`src/rtl/dma_sram_cache_pkg.sv`:
```
// -----------------------------------------------------------------------------
// dma_sram_cache_pkg
// Shared constants and types for the DMA SRAM cache flow controller.
//   DATA_WIDTH / ADDR_WIDTH : SRAM word and address widths (256 x 64)
//   DEPTH / LEVEL_WIDTH     : SRAM depth and width of the occupancy count
//   OUT_BUF_DEPTH           : entries in the read-side output buffer
//   SRAM_RD_LATENCY         : SRAM read pipeline stages (address, data)
// -----------------------------------------------------------------------------
package dma_sram_cache_pkg;

    localparam int DATA_WIDTH      = 64;
    localparam int ADDR_WIDTH      = 8;
    localparam int DEPTH           = 256;
    localparam int LEVEL_WIDTH     = 9;
    localparam int OUT_BUF_DEPTH   = 3;
    localparam int SRAM_RD_LATENCY = 2;

    // Occupancy of one stage of the SRAM read pipeline.
    typedef enum logic {
        STG_IDLE = 1'b0,
        STG_BUSY = 1'b1
    } rd_stage_e;

    // Modulo-OUT_BUF_DEPTH increment for output buffer indices.
    function automatic logic [1:0] buf_idx_inc(input logic [1:0] idx);
        return (idx == 2'(OUT_BUF_DEPTH - 1)) ? 2'd0 : idx + 2'd1;
    endfunction

endpackage

```
`src/rtl/dma_sram_cache_out_buf.sv`:
```
// -----------------------------------------------------------------------------
// dma_sram_cache_out_buf
// Small FIFO that catches words leaving the SRAM read pipeline and presents
// them to the consumer with valid/ready. The controller's credit scheme keeps
// it from ever being written while full.
// Ports:
//   clk_i      clock
//   flush_i    synchronous clear (reset or flush), wins over push/pop
//   wr_en_i    write strobe from the read pipeline
//   wr_data_i  word from the SRAM
//   rd_valid_o head entry valid
//   rd_ready_i consumer accepts head entry
//   rd_data_o  head entry
//   count_o    number of stored entries (0..3)
// -----------------------------------------------------------------------------
module dma_sram_cache_out_buf #(
    parameter int DATA_WIDTH = dma_sram_cache_pkg::DATA_WIDTH
) (
    input  logic                  clk_i,
    input  logic                  flush_i,
    input  logic                  wr_en_i,
    input  logic [DATA_WIDTH-1:0] wr_data_i,
    output logic                  rd_valid_o,
    input  logic                  rd_ready_i,
    output logic [DATA_WIDTH-1:0] rd_data_o,
    output logic [1:0]            count_o
);
    import dma_sram_cache_pkg::*;

    logic [DATA_WIDTH-1:0] mem_q [OUT_BUF_DEPTH];
    logic [1:0]            head_q, tail_q, count_q, count_d;
    logic                  push, pop;

    assign push       = wr_en_i & ~flush_i;
    assign pop        = rd_valid_o & rd_ready_i & ~flush_i;
    assign rd_valid_o = (count_q != 2'd0);
    assign rd_data_o  = mem_q[head_q];
    assign count_o    = count_q;

    always_comb begin
        count_d = count_q;
        if (push && !pop) begin
            count_d = count_q + 2'd1;
        end else if (!push && pop) begin
            count_d = count_q - 2'd1;
        end
    end

    always_ff @(posedge clk_i) begin
        if (flush_i) begin
            head_q  <= 2'd0;
            tail_q  <= 2'd0;
            count_q <= 2'd0;
        end else begin
            if (push) tail_q <= buf_idx_inc(tail_q);
            if (pop)  head_q <= buf_idx_inc(head_q);
            count_q <= count_d;
        end
    end

    // Data storage needs no reset; validity is tracked by count_q.
    always_ff @(posedge clk_i) begin
        if (push) mem_q[tail_q] <= wr_data_i;
    end

endmodule

```
`src/rtl/dma_sram_cache_ctrl.sv`:
```
// -----------------------------------------------------------------------------
// dma_sram_cache_ctrl
// Flow controller for the DMA channel's 256 x 64 two-port SRAM cache. Presents
// a valid/ready FIFO to the DMA read engine (WR_*) and write engine (RD_*),
// drives the SRAM write/read ports, and hides the SRAM's two-cycle read
// latency behind a 3-entry output buffer.
// Ports:
//   CLK, SRST                 clock, synchronous active-high reset
//   WR_VALID/WR_READY/WR_DATA producer handshake
//   RD_VALID/RD_READY/RD_DATA consumer handshake
//   FLUSH                     synchronous discard of all contents
//   LEVEL                     words accepted and not yet popped (0..259)
//   SRAM_*                    connections to the SRAM instance above
// Optional build macro DMA_SRAM_CACHE_CTRL_WATERMARK_EN adds AF_THRESH /
// AE_THRESH parameters and registered ALMOST_FULL / ALMOST_EMPTY outputs.
// -----------------------------------------------------------------------------
module dma_sram_cache_ctrl #(
    parameter int DATA_WIDTH = dma_sram_cache_pkg::DATA_WIDTH,
    parameter int ADDR_WIDTH = dma_sram_cache_pkg::ADDR_WIDTH
`ifdef DMA_SRAM_CACHE_CTRL_WATERMARK_EN
   ,parameter int AF_THRESH  = 240,
    parameter int AE_THRESH  = 8
`endif
) (
    input  logic                  CLK,
    input  logic                  SRST,
    input  logic                  WR_VALID,
    output logic                  WR_READY,
    input  logic [DATA_WIDTH-1:0] WR_DATA,
    output logic                  RD_VALID,
    input  logic                  RD_READY,
    output logic [DATA_WIDTH-1:0] RD_DATA,
    input  logic                  FLUSH,
    output logic [ADDR_WIDTH:0]   LEVEL,
`ifdef DMA_SRAM_CACHE_CTRL_WATERMARK_EN
    output logic                  ALMOST_FULL,
    output logic                  ALMOST_EMPTY,
`endif
    output logic [DATA_WIDTH-1:0] SRAM_W_DATA,
    output logic [ADDR_WIDTH-1:0] SRAM_W_ADDR,
    output logic                  SRAM_W_EN,
    output logic [ADDR_WIDTH-1:0] SRAM_R_ADDR,
    output logic                  SRAM_R_EN,
    output logic                  SRAM_R_DATA_EN,
    input  logic [DATA_WIDTH-1:0] SRAM_R_DATA
);
    import dma_sram_cache_pkg::*;

    localparam logic [ADDR_WIDTH:0]   RAM_FULL  = (ADDR_WIDTH+1)'(1 << ADDR_WIDTH);
    localparam logic [ADDR_WIDTH:0]   CNT_ONE   = (ADDR_WIDTH+1)'(1);
    localparam logic [ADDR_WIDTH-1:0] PTR_ONE   = ADDR_WIDTH'(1);

    logic [ADDR_WIDTH-1:0] wptr_q, rptr_q;
    logic [ADDR_WIDTH:0]   ram_count_q, ram_count_d;
    rd_stage_e             rd_pipe_q [SRAM_RD_LATENCY];
    logic                  clear, push, issue, pop, buf_valid;
    logic [1:0]            inflight, buf_count;
    logic [2:0]            credit_used;

    assign clear    = FLUSH | SRST;
    assign WR_READY = (ram_count_q != RAM_FULL) & ~clear;
    assign push     = WR_VALID & WR_READY;
    assign pop      = buf_valid & RD_READY;

    assign inflight = 2'(rd_pipe_q[0] == STG_BUSY) + 2'(rd_pipe_q[1] == STG_BUSY);

    // A word leaving the buffer this cycle frees its slot for a new issue in
    // the same cycle; without that a steady stream would bubble every 4th cycle.
    assign credit_used = 3'(inflight) + 3'(buf_count) - 3'(pop);
    assign issue       = (ram_count_q != '0) & (credit_used < 3'(OUT_BUF_DEPTH)) & ~clear;

    assign SRAM_W_EN      = push;
    assign SRAM_W_ADDR    = wptr_q;
    assign SRAM_W_DATA    = WR_DATA;
    assign SRAM_R_EN      = issue;
    assign SRAM_R_ADDR    = rptr_q;
    assign SRAM_R_DATA_EN = (rd_pipe_q[0] == STG_BUSY);

    always_comb begin
        ram_count_d = ram_count_q;
        if (push && !issue) begin
            ram_count_d = ram_count_q + CNT_ONE;
        end else if (!push && issue) begin
            ram_count_d = ram_count_q - CNT_ONE;
        end
    end

    always_ff @(posedge CLK) begin
        if (clear) begin
            wptr_q       <= '0;
            rptr_q       <= '0;
            ram_count_q  <= '0;
            rd_pipe_q[0] <= STG_IDLE;
            rd_pipe_q[1] <= STG_IDLE;
        end else begin
            if (push)  wptr_q <= wptr_q + PTR_ONE;
            if (issue) rptr_q <= rptr_q + PTR_ONE;
            ram_count_q  <= ram_count_d;
            rd_pipe_q[0] <= issue ? STG_BUSY : STG_IDLE;
            rd_pipe_q[1] <= rd_pipe_q[0];
        end
    end

    dma_sram_cache_out_buf #(
        .DATA_WIDTH (DATA_WIDTH)
    ) u_out_buf (
        .clk_i      (CLK),
        .flush_i    (clear),
        .wr_en_i    (rd_pipe_q[1] == STG_BUSY),
        .wr_data_i  (SRAM_R_DATA),
        .rd_valid_o (buf_valid),
        .rd_ready_i (RD_READY),
        .rd_data_o  (RD_DATA),
        .count_o    (buf_count)
    );

    assign RD_VALID = buf_valid;
    assign LEVEL    = ram_count_q + (ADDR_WIDTH+1)'(inflight) + (ADDR_WIDTH+1)'(buf_count);

`ifdef DMA_SRAM_CACHE_CTRL_WATERMARK_EN
    logic almost_full_q, almost_empty_q;

    always_ff @(posedge CLK) begin
        if (SRST) begin
            almost_full_q  <= 1'b0;
            almost_empty_q <= 1'b1;
        end else begin
            almost_full_q  <= (ram_count_q >= (ADDR_WIDTH+1)'(AF_THRESH));
            almost_empty_q <= (LEVEL <= (ADDR_WIDTH+1)'(AE_THRESH));
        end
    end

    assign ALMOST_FULL  = almost_full_q;
    assign ALMOST_EMPTY = almost_empty_q;
`endif

endmodule

```
`config.mk`:
```
export PLATFORM = sky130hd
export DESIGN_NAME = dma_sram_cache_ctrl
export DESIGN_NICKNAME = d
export VERILOG_FILES = /design/src/rtl/dma_sram_cache_pkg.sv /design/src/rtl/dma_sram_cache_out_buf.sv /design/src/rtl/dma_sram_cache_ctrl.sv
export SDC_FILE = /design/constraint.sdc
export NUM_CORES = 1
export LEC_CHECK = 0
export ABC_AREA = 1
export CAP_MARGIN = 30
export CELL_PAD_IN_SITES_DETAIL_PLACEMENT = 0
export CELL_PAD_IN_SITES_GLOBAL_PLACEMENT = 2
export CORE_ASPECT_RATIO = 1.2
export CORE_UTILIZATION = 31
export CTS_BUF_LIST = sky130_fd_sc_hd__clkbuf_4 sky130_fd_sc_hd__clkbuf_8
export DETAILED_ROUTE_END_ITERATION = 10
export PLACE_DENSITY_LB_ADDON = 0.1
export SLEW_MARGIN = 5
export SYNTH_ARGS = -nofsm -noshare
export SYNTH_HDL_FRONTEND = slang
export SYNTH_SLANG_ARGS = --single-unit
```
`constraint.sdc`:
```
create_clock -name CLK -period 10.45 [get_ports CLK]
set_input_delay 1.5675 -clock CLK [delete_from_list [all_inputs] [get_ports CLK]]
set_output_delay 1.5675 -clock CLK [all_outputs]
set_load 0.005 [all_outputs]
```
# Yosys cells after proc, flatten, opt, wreduce, memory -nomap -nowiden
# Memory sizes are Yosys's and may differ from the RTL's. A register that Yosys moved wholly into a read port is not among the register bits.
# Cells that the tools add are included.
[classes] mux=16 n_eq_ne=3 bitwise_logic=11 n_lt_le_gt_ge=1 addsub=13 n_reduce_logical=12
[ops] operator="adder 9 x 2 -> 9 bit" count=2
[ops] operator="2-to-1 mux 9 bit" count=2
[ops] operator="adder 8 x 1 -> 8 bit (second input constant)" count=2
[ops] operator="2-to-1 mux 2 bit" count=6
[ops] operator="adder 9 x 1 -> 9 bit (second input constant)" count=1
[ops] operator="inequality test 9 bit (second input constant)" count=1
[ops] operator="nonzero test 9 bit" count=1
[ops] operator="subtractor 9 x 1 -> 9 bit (second input constant)" count=1
[ops] operator="2-to-1 mux 1 bit" count=8
[ops] operator="bitwise AND 1 bit" count=7
[ops] operator="adder 2 x 1 -> 2 bit (second input constant)" count=3
[ops] operator="nonzero test 2 bit" count=3
[ops] operator="equality test 2 bit (second input constant)" count=2
[ops] operator="logical AND 1 bit" count=4
[ops] operator="zero test 1 bit" count=4
[ops] operator="adder 2 x 2 -> 3 bit" count=1
[ops] operator="less-than comparator 3 x 2 -> 1 bit (second input constant)" count=1
[ops] operator="OR 1 bit" count=3
[ops] operator="subtractor 3 x 1 -> 3 bit" count=1
[ops] operator="adder 1 x 1 -> 2 bit" count=1
[ops] operator="subtractor 2 x 1 -> 2 bit (second input constant)" count=1
[ops] operator="inverter 1 bit" count=1
[word_totals] input_bits=133 mem_bits_rw=194 memories=2 output_inout_bits=158 register_bits=31 word_cells=64
[mem_list] name="u_out_buf.mem_q" depth=3 width=64 read_ports=1 rd_clocked_by_memory_dff=1 write_ports=1 line_no="dma_sram_cache_out_buf.sv:30" rtl="logic [DATA_WIDTH-1:0] mem_q [OUT_BUF_DEPTH];"
[mem_list] name="rd_pipe_q" depth=2 width=1 read_ports=2 rd_clocked_by_memory_dff=0 write_ports=2 line_no="dma_sram_cache_ctrl.sv:55" rtl="rd_stage_e rd_pipe_q [SRAM_RD_LATENCY];"

# Depth between registers and ports, before layout
[logic_depth] depth_word=9 depth_mapped=23

# Modules after synthesis
# From an unflattened synthesis, not the netlist that was laid out.
[hier_totals] hier_cells=903 area_unflattened_um2=10525.1
[by_module_without_submodules] mod="dma_sram_cache_out_buf" cells_each=526 area_per_inst_um2=7966.4 seq_area_each_um2=5925.7 instances=1
[by_module_without_submodules] mod="dma_sram_cache_ctrl" cells_each=377 area_per_inst_um2=2558.7 seq_area_each_um2=540.5 instances=1

# Worst setup path before layout
# Ideal clock, no wire load.
[synth_path] kind="in2reg" startpoint="in FLUSH" endpoint="mem u_out_buf.mem_q[2][0] (enable)" setup_ns=0.644 t_arrival_ns=7.984 slack_ns=1.822 path_stages=4 cell_sequence="inv_1 -> nand2_1 -> buf_1 -> nor4_1"
[synth_via] elab_chain_len=5
[synth_rtl] element="start, declared" line_no="dma_sram_cache_ctrl.sv:33" rtl="input logic FLUSH,"
[synth_rtl] element="OR 1 bit" line_no="dma_sram_cache_ctrl.sv:60" rtl="assign clear = FLUSH | SRST;"
[synth_rtl] element="inverter 1 bit" line_no="dma_sram_cache_out_buf.sv:34" rtl="assign push = wr_en_i & ~flush_i;"
[synth_rtl] element="bitwise AND 1 bit" line_no="dma_sram_cache_out_buf.sv:34"
[synth_rtl] element="2-to-1 mux 1 bit" line_no="dma_sram_cache_out_buf.sv:63" rtl="if (push) mem_q[tail_q] <= wr_data_i;"
[synth_rtl] element="2-to-1 mux 1 bit (implied by the code)" line_no="dma_sram_cache_out_buf.sv:63"
[synth_rtl] element="end, declared" line_no="dma_sram_cache_out_buf.sv:30"
# Every way passes these cells.

# Worst setup path after layout
[layout_path] startpoint="in RD_READY" endpoint="out SRAM_R_EN"
[layout_via] elab_chain_len=5
[layout_rtl] element="start, declared" line_no="dma_sram_cache_ctrl.sv:31" rtl="input logic RD_READY,"
[layout_rtl] element="bitwise AND 1 bit" line_no="dma_sram_cache_ctrl.sv:63" rtl="assign pop = buf_valid & RD_READY;"
[layout_rtl] element="subtractor 3 x 1 -> 3 bit" line_no="dma_sram_cache_ctrl.sv:69" rtl="assign credit_used = 3'(inflight) + 3'(buf_count) - 3'(pop);"
[layout_rtl] element="less-than comparator 3 x 2 -> 1 bit" line_no="dma_sram_cache_ctrl.sv:70" rtl="assign issue = (ram_count_q != '0) & (credit_used < 3'(OUT_BUF_DEPTH)) & ~clear;"
[layout_rtl] element="bitwise AND 1 bit (2 in series)" line_no="dma_sram_cache_ctrl.sv:70"
[layout_rtl] element="end, declared" line_no="dma_sram_cache_ctrl.sv:43" rtl="output logic SRAM_R_EN,"
# Every way passes these cells.

==> flow_summary.ini <==
[outcome]
status = completed

[detailed_routing]
postRouteWirelength_um = 24490
dr_total_vias = 6549
drt-wirelength-per-cell_um = 17.04
drtPass1Iterations = 5
met2RoutedLength_um = 12030
met3_length_um = 1612
m1WireLength_um = 10230
detailedRoute.firstIterationViolations = 281
remaining_drc_errors = 0
ant_nets = 0
detail_route.vias_per_cell = 4.557
top_layer_in_use = met5

[logic_synthesis]
seq_area_frac_synth_pct = 65.63
post_synth.cell_area_avg_sq_um = 11.08
netlist_top_cells_count = edfxtp_1, a21oi_1, nand2_1
post_synth_num_cell_types = 34
yosysTopAreaCellShare_pct = 58.52
synth_enable_flop_cells = 192
yosys.area_share.simple_pct = 12.60
synthesis.instances = 889
post-synth-top-count-cell = edfxtp_1
yosys.area_share.adder_pct = 3.175
synth-xor-area-share_pct = 0.8001
ys_dominant_reg_cell = edfxtp_1
async_reset_ff_share_pct = 0
synth_compound_gate_area_share_pct = 9.004
ys_seq_elements = 227
synth_area_leaders = edfxtp_1, a21oi_1, dfxtp_1
synthDominantAreaCellType = edfxtp_1
dominant_combinational_cell_family_by_area_after_synthesis = simple AND/OR/NAND/NOR gates
mappedNetlistNets = 1044
syn_area_sq_um = 9852
synth.mux.area_fraction_pct = 0
ys_warn_count = 0

[power]
finalPower_w = 0.001964
internal-power_w = 0.001540
cellPowerDensity_nw_per_um2 = 159.6
ir_drop_mv = 0.06705
power.leakage_nw = 4.542
power.net_switching_w = 0.0004242
combinationalPowerShare_pct = 6.4
sw_ratio_pct = 21.60
clk_network_pwr_share_pct = 43.0
power.sequential.fraction_pct = 50.6

[floorplanning]
die_height_um = 197.3
io-pin-count = 291
placement_rows = 71
dieArea_sq_um = 32500
die_width_um = 164.7
placeableCoreArea_sq_um = 31270
initial_utilization_pct = 31.51

[sta]
slew_headroom_pct = 38.37
tns_ns = 0
rsz0062_at_grt = false
worst_slew_pin_tran_ns = 0.9244
hold_viol = 0
report.final.slew_viol_count = 0
max_clock_freq_mhz = 167.2
final_critical_path_share_of_the_clock_period_pct = 57.25
clock_tree_skew_after_final_layout_ns = 0.02582
clock_period_minus_worst_slack_ns = 5.983
setup_slack_ns = 4.467
setup_viol_count_final = 0

[final_layout]
final_layout_size_suffix_gt1_share_pct = 9.662
final_cells = 1437
area.growth.synth_to_final_pct = 24.92
num-nets-final = 1161

[worst_setup_path]
end_kind = output port
critPathLaunchType = primary input
critical_path_arrival_ns = 4.42
critical_path_class = in -> out
worst_ep_required_time_ns = 8.88
cp_max_fo = 8

[place]
buffer_ports.inserted = 162
detailedPlacementHpwl_um = 14320
numPlacedInstances = 1365
preCtsSetupSlack_ns = 4.475
gp_congestion = 0.7067

[cts]
worstSkewPairLatency_ns = 0.54
clk_root_buffer_cell = clkbuf_8
cts_sinks = 227
clk_transition_reported_paths_ns = 0.06
cts_max_level = 2
cts_tree = done
cts_hold_buffers = 0
ctsResizeCount = 0
cts_post_setup_buffers_inserted = 0
clock_tree.buffer_depth = 3
cts_inserted_buffers = 40

[global_routing]
global_route_wire_length_before_repair_um = 37070
grt_max_degree = 66
grt_overflow = 0
grtUsageTotal_pct = 15.26
antenna_violations_before_repair = 2
first_global_vias = 6617

[job]
max_cap_viol_count = 0

[worst_hold_path]
hp-class = reg -> reg
## path summary, 6_finish.rpt
| check | start | endpoint | slack [ns] | depth (start not counted) |
|---|---|---|---|---|
| worst max-delay path | RD_READY | SRAM_R_EN | 4.47 | 12 |
| worst min-delay path | rd_pipe_q[0][0] | rd_pipe_q[0][1] | 0.48 | 2 |
| worst max register to register | u_out_buf.count_o[1] | ram_count_q[8] | 6.52 | 21 |
| worst min register to register | rd_pipe_q[0][0] | rd_pipe_q[0][1] | 0.48 | 2 |
## final cells by class
| class | count | area (sq um) |
|---|---|---|
| Inverter | 69 | 261.5 |
| Timing Repair Buffer | 171 | 1702 |
| Tap cell | 401 | 501.7 |
| Multi-Input combinational cell | 497 | 2541 |
| Sequential cell | 227 | 6469 |
| Antenna cell | 1 | 2.502 |
| Fill cell | 3041 | 18960 |
| Clock buffer | 58 | 723.2 |
| Clock inverter | 13 | 106.4 |
## registers in the layout, indices dropped and copies added, names as in the netlist, named ones only
signal and cells:
rd_pipe_q 2, SRAM_R_ADDR 8, ram_count_q 9, SRAM_W_ADDR 8
u_out_buf.head_q 2, u_out_buf.mem_q 192, u_out_buf.tail_q 2, u_out_buf.count_o 2
## power by group through the flow
stage	Sequential [W]	Combinational, W	Clock (W)
after floorplan	0.00101	0.0000838	0
after global placement	0.00101	0.000128	0
after detailed placement	0.00101	0.000127	0
after CTS	0.000994	0.000129	0.000877
after global routing	0.000994	0.000143	0.000909
final	0.000994	0.000126	0.000844
## critical path, cell delays in order
cell and delay [ns]:
clkdlybuf4s50_1 0.46, o21a_1 0.24, ha_1 0.27, inv_1 0.05, ha_1 0.13, inv_1 0.04
fa_1 0.48, o21ai_0 0.10, nor2_2 0.29, nand2_4 0.13, nor2_1 0.14, clkdlybuf4s50_1 0.52
## per-stage QoR
| stage | hold WS, ns | area (sq um) | util, % |
|---|---|---|---|
| global route | 0.5347 | 12300 | 39.35 |
| CTS | 0.4932 | 12300 | 39.35 |
| detailed placement | 0.4835 | 11470 | 36.70 |
| global placement | 0.4774 | 11450 | 36.63 |
| floorplan | 0.4418 | 9852 | - |
| finish | 0.4835 | 12310 | 39.36 |
## metal layers
| metal | track usage (%) | vias up |
|---|---|---|
| met1 | 17.72 | 3083 |
| li1 | - | 3216 |
| met5 | 0 | - |
| met4 | 5.742 | 2 |
| met3 | 4.094 | 54 |
| met2 | 26.58 | 194 |
## cell families (layout without fill, tap and decap cells)
logic type / Yosys count / after routing
xor gates and xnor gates: 9 / 9
buffers and inverters: 165 / 311
AOI/OAI and AO/OA: 172 / 172
DFF: 227 / 227
and+or+nand+nor: 294 / 294
adders and majority gates: 22 / 22
other: 0 / 1
## cell usage in the layout, fill, tap and decap left out, types with 5 or more instances in the layout
cell	count
clkbuf_4	12
edfxtp_1	192
nor2_1	101
fa_1	5
xor2_1	7
a21oi_1	145
dfxtp_1	33
o21ai_0	18
buf_4	8
inv_1	66
nand3_1	21
clkinv_2	6
nand4_1	10
nand2_1	139
ha_1	17
clkbuf_8	46
clkinv_1	7
clkdlybuf4s50_1	162
Note: power is estimated with default switching activity, not from simulation.
